==> src/rtl/fetch_unit_if.sv <==
// fetch_unit_if
//   Request/acknowledge instruction-memory port between the fetch stage and
//   the instruction memory.
//   Signals:
//     imem_req    fetch request (fetch unit -> memory)
//     imem_addr   32-bit word address, held stable while imem_req waits for ack
//     imem_rdata  32-bit fetched word, valid when imem_ack is high
//     imem_ack    single-cycle completion pulse, may arrive in the first req cycle
//   Modports:
//     master  the fetch unit side
//     slave   the instruction memory side
interface fetch_unit_if;
  logic        imem_req;
  logic [31:0] imem_addr;
  logic [31:0] imem_rdata;
  logic        imem_ack;

  modport master (
    output imem_req,
    output imem_addr,
    input  imem_rdata,
    input  imem_ack
  );

  modport slave (
    input  imem_req,
    input  imem_addr,
    output imem_rdata,
    output imem_ack
  );
endinterface

==> src/rtl/fetch_unit.sv <==
// fetch_unit
//   Instruction-fetch stage; producer side of the IF/ID pipeline register.
//   Holds the PC, fetches words over a req/ack memory port, stages each word
//   in a one-entry buffer, and applies stalls and branch/jump redirects,
//   including redirects that land while a memory access is outstanding.
//
//   Parameters:
//     RESET_PC     PC value after reset
//     PC_INC       PC increment per instruction (word addressing)
//   Ports:
//     clk, rst     clock and synchronous active-high reset
//     imem         fetch_unit_if.master instruction-memory port
//     stall        hazard unit: IF/ID must not load this cycle
//     redirect     taken branch/jump pulse, redirect_pc is its target
//     inst, add1   buffered instruction and its address + PC_INC, to IF/ID
//     if_id_ld     IF/ID load enable
//     if_id_flsh   IF/ID flush (follows redirect combinationally)
//     pc           current fetch PC
//   Optional build macro:
//     FETCH_PERF_CNT_EN  adds perf_fetched / perf_flushed 32-bit counters
module fetch_unit #(
  parameter logic [31:0] RESET_PC = 32'h0000_0000,
  parameter logic [31:0] PC_INC   = 32'd1
) (
  input  logic        clk,
  input  logic        rst,
  fetch_unit_if.master imem,
  input  logic        stall,
  input  logic        redirect,
  input  logic [31:0] redirect_pc,
  output logic [31:0] inst,
  output logic [31:0] add1,
  output logic        if_id_ld,
  output logic        if_id_flsh,
  output logic [31:0] pc
`ifdef FETCH_PERF_CNT_EN
  ,
  output logic [31:0] perf_fetched,
  output logic [31:0] perf_flushed
`endif
);

  typedef enum logic {
    FETCH = 1'b0,
    DRAIN = 1'b1
  } state_t;

  state_t      state_q, state_d;
  logic [31:0] pc_q, pc_d;
  logic [31:0] buf_inst_q, buf_inst_d;
  logic [31:0] buf_add1_q, buf_add1_d;
  logic        buf_valid_q, buf_valid_d;
  logic [31:0] drain_addr_q, drain_addr_d;
  logic        req_pending_q, req_pending_d;

  logic        req;
  logic        ack;
  logic [31:0] addr;

  // Request and handshake outputs. Both IF/ID load and the memory request
  // are held low while rst is high, so the first request appears in the
  // cycle after rst falls. A request already raised keeps req_pending set,
  // which holds it up even if the buffer would otherwise block it.
  assign if_id_ld   = !rst && buf_valid_q && !stall && !redirect;
  assign if_id_flsh = redirect;
  assign req        = !rst && ((state_q == DRAIN) ||
                               (!buf_valid_q || if_id_ld || req_pending_q));
  assign addr       = (state_q == DRAIN) ? drain_addr_q : pc_q;
  assign ack        = req && imem.imem_ack;

  assign imem.imem_req  = req;
  assign imem.imem_addr = addr;
  assign inst           = buf_inst_q;
  assign add1           = buf_add1_q;
  assign pc             = pc_q;

  // Next-state logic for the PC, the one-entry buffer and the FETCH/DRAIN
  // FSM. Redirect wins over ack and stall. A redirect that leaves a request
  // unanswered parks its address in drain_addr so the memory sees a stable
  // request until it acks; that returned word is then thrown away.
  always_comb begin
    state_d       = state_q;
    pc_d          = pc_q;
    buf_inst_d    = buf_inst_q;
    buf_add1_d    = buf_add1_q;
    buf_valid_d   = buf_valid_q;
    drain_addr_d  = drain_addr_q;
    req_pending_d = req_pending_q;

    if (ack) begin
      req_pending_d = 1'b0;
    end else if (req) begin
      req_pending_d = 1'b1;
    end

    case (state_q)
      FETCH: begin
        if (redirect) begin
          buf_valid_d = 1'b0;
          pc_d        = redirect_pc;
          if (req && !ack) begin
            drain_addr_d = addr;
            state_d      = DRAIN;
          end
        end else if (ack) begin
          // Same-edge drain and refill when if_id_ld is also high.
          buf_inst_d  = imem.imem_rdata;
          buf_add1_d  = pc_q + PC_INC;
          buf_valid_d = 1'b1;
          pc_d        = pc_q + PC_INC;
        end else if (if_id_ld) begin
          buf_valid_d = 1'b0;
        end
      end
      DRAIN: begin
        if (redirect) begin
          buf_valid_d = 1'b0;
          pc_d        = redirect_pc;
        end
        if (ack) begin
          state_d = FETCH;
        end
      end
      default: begin
        state_d = FETCH;
      end
    endcase
  end

  // State register with synchronous reset.
  always_ff @(posedge clk) begin
    if (rst) begin
      state_q       <= FETCH;
      pc_q          <= RESET_PC;
      buf_inst_q    <= 32'h0;
      buf_add1_q    <= 32'h0;
      buf_valid_q   <= 1'b0;
      drain_addr_q  <= 32'h0;
      req_pending_q <= 1'b0;
    end else begin
      state_q       <= state_d;
      pc_q          <= pc_d;
      buf_inst_q    <= buf_inst_d;
      buf_add1_q    <= buf_add1_d;
      buf_valid_q   <= buf_valid_d;
      drain_addr_q  <= drain_addr_d;
      req_pending_q <= req_pending_d;
    end
  end

`ifdef FETCH_PERF_CNT_EN
  logic [31:0] perf_fetched_q, perf_fetched_d;
  logic [31:0] perf_flushed_q, perf_flushed_d;

  // Delivered-instruction and flush counters, wrapping at 2^32.
  always_comb begin
    perf_fetched_d = perf_fetched_q;
    perf_flushed_d = perf_flushed_q;
    if (if_id_ld) begin
      perf_fetched_d = perf_fetched_q + 32'd1;
    end
    if (redirect) begin
      perf_flushed_d = perf_flushed_q + 32'd1;
    end
  end

  // Counter registers.
  always_ff @(posedge clk) begin
    if (rst) begin
      perf_fetched_q <= 32'h0;
      perf_flushed_q <= 32'h0;
    end else begin
      perf_fetched_q <= perf_fetched_d;
      perf_flushed_q <= perf_flushed_d;
    end
  end

  assign perf_fetched = perf_fetched_q;
  assign perf_flushed = perf_flushed_q;
`endif

endmodule

==> src/flat_wrapper.sv <==
// flat-port wrapper written by rule: the top's interface ports become plain ports
module fetch_unit_flat 
#(
  parameter logic [31:0] RESET_PC = 32'h0000_0000,
  parameter logic [31:0] PC_INC   = 32'd1
)
  (clk, rst, stall, redirect, redirect_pc, inst, add1, if_id_ld, if_id_flsh, pc, imem_imem_req, imem_imem_addr, imem_imem_rdata, imem_imem_ack);
  fetch_unit_if imem_i ();
  input  logic clk;
  input  logic rst;
  input  logic stall;
  input  logic redirect;
  input  logic [31:0] redirect_pc;
  output logic [31:0] inst;
  output logic [31:0] add1;
  output logic if_id_ld;
  output logic if_id_flsh;
  output logic [31:0] pc;
  output wire logic [$bits(imem_i.imem_req)-1:0] imem_imem_req;
  output wire logic [$bits(imem_i.imem_addr)-1:0] imem_imem_addr;
  input wire logic [$bits(imem_i.imem_rdata)-1:0] imem_imem_rdata;
  input wire logic [$bits(imem_i.imem_ack)-1:0] imem_imem_ack;
  assign imem_imem_req = imem_i.imem_req;
  assign imem_imem_addr = imem_i.imem_addr;
  assign imem_i.imem_rdata = imem_imem_rdata;
  assign imem_i.imem_ack = imem_imem_ack;
  fetch_unit #(.RESET_PC(RESET_PC), .PC_INC(PC_INC)) u_core (.clk(clk), .rst(rst), .imem(imem_i), .stall(stall), .redirect(redirect), .redirect_pc(redirect_pc), .inst(inst), .add1(add1), .if_id_ld(if_id_ld), .if_id_flsh(if_id_flsh), .pc(pc));
endmodule
==> config.mk <==
export PLATFORM = sky130hd
export DESIGN_NAME = fetch_unit_flat
export DESIGN_NICKNAME = d
export VERILOG_FILES = /design/src/rtl/fetch_unit_if.sv /design/src/rtl/fetch_unit.sv /design/src/flat_wrapper.sv
export SDC_FILE = /design/constraint.sdc
export NUM_CORES = 1
export LEC_CHECK = 0
export BUFFER_PORTS_ARGS = -buffer_cell sky130_fd_sc_hd__buf_2
export CAP_MARGIN = 25
export CORE_MARGIN = 8
export CORE_UTILIZATION = 25
export DETAILED_ROUTE_END_ITERATION = 6
export PLACE_DENSITY = 0.55
export SLEW_MARGIN = 5
export SYNTH_ARGS = -nofsm -noshare
export SYNTH_HDL_FRONTEND = slang
export SYNTH_SLANG_ARGS = --single-unit
==> constraint.sdc <==
create_clock -name clk -period 3.6 [get_ports clk]
set_input_delay 0.36 -clock clk [delete_from_list [all_inputs] [get_ports clk]]
set_output_delay 0.36 -clock clk [all_outputs]
set_load 0.01 [all_outputs]
==> results.ini, run 1 <==
[outcome]
outcome=finished clean

[timing]
rsz0062_at_grt=false
hold_slack_ns=0.169
setup_viol=0
relSlewSlack=0.476
slew_viol_final=0
period_share=0.720
fin_crit_ns=2.59
max_freq_ghz=0.386
hold_violations=0
finClkSkew_ns=0.00841
fin_tns_setup_ns=0
worst_pin_slew_ns=0.786

[critical_path]
startpoint=u_core.pc[0]
r2r_setup_slack_ns=1.01
slowest_delay_ns=0.54
startpoint_type=flip-flop
arrival_ns=2.93
timing.rr.end=u_core.pc[28]
ff2ff_path_depth=6
worst_ep_required_time_ns=3.93
worstPathMaxFanout=8
path_cells=ha_1, nand3_1, nor4_4, nand4_2, or3_1, a311oi_1
worst-setup-path-type=reg -> reg
setup.worst_path.end=u_core.pc[28]
worstReg2RegStart=u_core.pc[0]
end_kind=flip-flop
critPathSlowestCell=dfxtp_1

[die]
fp-row-count=57
num_io_pins=200
die_h_um=172
placeableCoreArea_um2=24200
dieArea_um2=29700
die_w_um=172
start_util=0.252

[routing]
drt-total-wl_um=22800
wire_per_inst_um=18.0
dr.pass1.iters=5
drt_iter0_drc=424
drtAntennaViolNets=0
viasPerCell=4.80
drc_errors=0
dr_total_vias=6076

[placement]
dp_hpwl_um=16500
port_buffers=199
gp_congestion=0.816
dp_cells=1234
dpl_cell_area_um2=7320

[synth]
ys.flop_type=dfxtp_1
syn_area_um2=6100
syn-instance-count=774
netlist-cell-type-count=54
synth_edf_count=0
synth-seq-area-share=0.430
ys_ff_latch=131
yosysWarnings=0
synth_area_per_cell_um2=7.89
async_flop_share=0
syn-num-nets=844

[global_route]
track_usage=0.153
grt_pass1_wl_um=34800
grt_pass1_vias=5878
grt_max_degree=79
grt_overflow=0
antenna_found_initial=2

[cts]
cts-resized-gates=0
post_cts_buffers=0
cts_hold_buf=0
cts_buffer_depth=2
cts-htree-levels=4
cts_tree=done
cts-root-buf=clkbuf_16
clkSinkCount=131
clk_pin_slew_worst_paths_ns=0.06
clk_latency_ns=0.42
numCtsBuffers=17

[run]
maxCapViolCount=0

[min_path]
hp-class=in -> reg

[finish]
drive_gt1_frac=0.297
final_cells=1267
syn_to_final_growth_pct=30.3
stdcell_area_um2=7960
fin_nets=999

[power_and_ir_drop]
leakagePower_nw=3.27
powerDensity_nw_per_um2=491
p_total_w=0.00391
ir_drop_mv=0.292

## cell type report
class,count,area [um2]
Antenna cell,1,2.50
Clock buffer,18,429
Clock inverter,14,201
Fill cell,2621,16200
Inverter,10,37.5
Multi-Input combinational cell,558,3150
Sequential cell,131,2620
Tap cell,324,405
Timing Repair Buffer,211,1100
## cell usage after synthesis, types with 4 or more instances
cell type / instances / share of area
inv_1: 10 / 0.0062
nand3_1: 38 / 0.031
mux2i_1: 4 / 0.0066
buf_1: 7 / 0.0043
nor2_1: 38 / 0.023
dfxtp_1: 131 / 0.43
xnor2_1: 16 / 0.023
o21a_1: 4 / 0.0049
nand2_1: 164 / 0.10
a211oi_1: 14 / 0.017
nand4_1: 15 / 0.015
clkbuf_1: 58 / 0.036
and3_1: 11 / 0.011
mux2_2: 26 / 0.048
buf_2: 8 / 0.0066
nor3_1: 12 / 0.0098
o21ai_0: 52 / 0.043
o31ai_1: 6 / 0.0074
xor2_1: 16 / 0.023
a311oi_1: 9 / 0.013
a21oi_1: 78 / 0.064
a22oi_1: 4 / 0.0049
and2_1: 4 / 0.0041
or3_1: 7 / 0.0072
## flip-flops by register name (all words and copies together) (netlist names)
name,cells
u_core.state_q,1
u_core.inst,32
u_core.req_pending_q,1
u_core.buf_valid_q,1
u_core.add1,32
u_core.drain_addr_q,32
u_core.pc,32
## kinds of logic after synthesis
group                      count (synthesis)  synth area share
adders and majority gates                  1           0.00205
and+or+nand+nor                          313             0.238
xor gates and xnor gates                  32            0.0459
DFF                                      131             0.430
AOI/OAI and AO/OA                        182             0.175
muxes                                     30            0.0545
buffers and inverters                     85            0.0547
## per-layer routing
metal	routed length, um	vias up	GRT usage
li1	-	2991	-
met1	10000	2862	0.193
met2	10600	188	0.242
met3	1860	31	0.0546
met4	335	4	0.0424
met5	26	-	0
## critical path: cells and delay by family (launching register included)
family / cells / cell delay [ns]
simple gates: 4 / 1.42
flops: 1 / 0.54
fa+ha+maj: 1 / 0.31
compound gates: 1 / 0.24
## layout by cell type (no fill, tap or decap), drive strengths merged, types with 11 or more instances in the layout
master  count
a21oi      78
buf       211
xor2       16
nand4      17
nand2     164
a211oi     14
o21ai      52
nor2       38
xnor2      16
mux2       26
and3       11
dfxtp     131
nor3       13
nand3      38
clkbuf     18
inv        13
## worst min-delay path by stage
stage                         from                   end  slack, ns  cells past startpoint
6_report       imem_imem_rdata[26]       u_core.inst[26]       0.17                      3
3_5_place_dp       u_core.inst[19]       u_core.inst[19]       0.44                      2
5_1_grt         imem_imem_rdata[3]        u_core.inst[3]       0.16                      3
3_3_place_gp       u_core.inst[18]       u_core.inst[18]       0.44                      2
4_1_cts         imem_imem_rdata[3]        u_core.inst[3]       0.15                      3
2_1_floorplan        imem_imem_ack  u_core.req_pending_q       0.43                      1
## per-stage QoR
step	utilization	setup slack, ns
finish	0.329	1.01
floorplan	-	1.55
global route	0.329	0.814
CTS	0.329	1.04
detailed placement	0.303	1.05
global placement	0.303	1.10
## power by group
group	internal, W	switching [W]
Sequential	0.00151	0.0000849
Clock	0.00117	0.000725
Combinational	0.000174	0.000248
No activity file was read; power rests on OpenSTA's default activity.
==> run 2: changes to the inputs <==
PLACE_DENSITY = 0.57   (was 0.55)
clock period = 2.25 ns   (was 3.6 ns; I/O delays follow)
==> run 2 against run 1 <==
Register-to-register slack worse by 0.69 ns. Global-route usage rose by 0.39 points. Wire length up 2.3%. Highest routed layer unchanged.
==> results.ini, run 2 (synthesized netlist as in run 1, its figures left out) <==
[global_route]
grt_pass1_wl_um=35800  ; +3.0%
antenna_found_initial=3  ; +1
grt_overflow=0  ; unchanged
grt_max_degree=70  ; -11%
grt_pass1_vias=6248  ; +6.3%
track_usage=0.157  ; +0.00389

[finish]
syn_to_final_growth_pct=35.7
fill_cells=2555  ; -2.5%
drive_gt1_frac=0.329  ; +0.0317
fin_nets=1042  ; +4.3%
multi_input_area_um2=3150  ; unchanged
final_common_cell=buf_2
final_cell_mix=buf_2 (198), nand2_1 (164), dfxtp_1 (130)
regArea_um2=2620  ; unchanged
final_cells=1310  ; +3.4%

[timing]
fin_crit_ns=1.94  ; -0.656 ns
slew_viol_final=0  ; unchanged
period_share=0.860  ; +0.140
setup_viol=0  ; unchanged
hold_violations=0  ; unchanged
relSlewSlack=0.474  ; -0.00121
fin_tns_setup_ns=0  ; unchanged
rsz0062_at_grt=false
max_freq_ghz=0.517  ; +34%
worst_pin_slew_ns=0.788  ; +0.00181 ns
finClkSkew_ns=0.00739  ; -0.00103 ns

[critical_path]
critPathSlowestCell=or3_1
timing.rr.end=u_core.pc[18]
worstPathMaxFanout=5  ; -3
r2r_setup_slack_ns=0.31  ; -0.69 ns
path_cells=ha_1, nand3_1, or3_1, nor3_1, o21ai_0, a211oi_1
worst_ep_required_time_ns=2.59  ; -1.34 ns
ff2ff_path_depth=6  ; unchanged
end_kind=flip-flop
worst-setup-path-type=reg -> reg
slowest_delay_ns=0.45  ; -0.09 ns
startpoint_type=flip-flop
worstReg2RegStart=u_core.pc[0]
arrival_ns=2.27  ; -0.66 ns

[cts]
cts-htree-levels=4  ; unchanged
cts_buffer_depth=2  ; unchanged
clkSinkCount=131  ; unchanged
numCtsBuffers=17  ; unchanged
cts-root-buf=clkbuf_16
cts_tree=done
post_cts_buffers=0  ; unchanged
cts_hold_buf=0  ; unchanged
cts-resized-gates=0  ; unchanged
clk_pin_slew_worst_paths_ns=0.06  ; about the same
clk_latency_ns=0.42  ; about the same

[routing]
drc_errors=0  ; unchanged
dr.pass1.iters=4  ; -1
wire_per_inst_um=17.8  ; -1.1%
dr_total_vias=6242  ; +2.7%
viasPerCell=4.76  ; -0.64%
drtAntennaViolNets=0  ; unchanged
drt-total-wl_um=23300  ; +2.3%
drt_iter0_drc=337  ; -21%

[run]
maxCapViolCount=0  ; unchanged

[min_path]
min_delay_path_depth=3  ; unchanged
min_to=u_core.inst[29]
min_from=imem_imem_rdata[29]
hp-class=in -> reg

[outcome]
outcome=finished clean

[die]
dieArea_um2=29700  ; unchanged
die_h_um=172  ; unchanged
fp-row-count=57  ; unchanged
start_util=0.252  ; unchanged
num_io_pins=200  ; unchanged
placeableCoreArea_um2=24200  ; unchanged
die_w_um=172  ; unchanged

[placement]
dp_cells=1277  ; +3.5%
port_buffers=199  ; unchanged
dp_hpwl_um=17200  ; +4.2%
gp_congestion=0.826  ; +1.2%

[power_and_ir_drop]
ir_drop_mv=0.446  ; +53%
powerDensity_nw_per_um2=752  ; +53%
leakagePower_nw=3.50  ; +7.1%

[run 2: how the worst max path moves through the flow]
stage,from,endpoint,slack [ns],depth (start not counted)
finish,u_core.pc[0],u_core.pc[18],0.31,6
global route,u_core.pc[1],u_core.pc[18],0.09,6
CTS,u_core.pc[1],u_core.pc[18],0.30,6
detailed placement,u_core.pc[1],u_core.pc[18],0.32,6
global placement,imem_imem_ack,u_core.pc[1],0.37,6
floorplan,u_core.pc[0],u_core.pc[28],0.20,6
[run 2: cell type report]
cell class | count | share of cell area
clock inverter | 12 | 0.0186
sequential | 131 | 0.317
timing repair buffer | 254 | 0.173
clock buffer | 20 | 0.0564
inverter | 10 | 0.00453
antenna | 1 | 0.000302
multi-input combinational | 558 | 0.381
tap | 324 | 0.0490
[run 2: through the flow]
stage                     utilization  setup WS, ns  hold WS, ns  total power (W)  instance area, um2
after floorplan                     -         0.203        0.297          0.00296                6100
after global placement          0.317         0.366        0.438          0.00335                7660
after detailed placement        0.317         0.317        0.443          0.00335                7660
after CTS                       0.342         0.297       0.0142          0.00631                8280
after global routing            0.342        0.0947       0.0268          0.00649                8280
final                           0.342         0.314       0.0389          0.00622                8280
[run 2: routing by layer]
layer	track usage	up-vias	share of wire
met1	0.188	2932	0.43
met4	0.0439	6	0.013
met5	0	-	0.0018
li1	-	3073	-
met3	0.0537	28	0.083
met2	0.262	203	0.48
[run 2: power breakdown]
part	internal [W]	total (W)	switching, W
logic	0.000329	0.000801	0.000472
clock network	0.00183	0.00293	0.00110
registers	0.00241	0.00249	0.0000790
[run 2: worst max-delay path: cells and delay by family, from the launching register on]
kind | cells | cell delay [ns]
AO/OA/AOI/OAI | 2 | 0.38
flip-flops | 1 | 0.34
adder cells (fa/ha/maj) | 1 | 0.18
AND/OR/NAND/NOR | 3 | 0.96
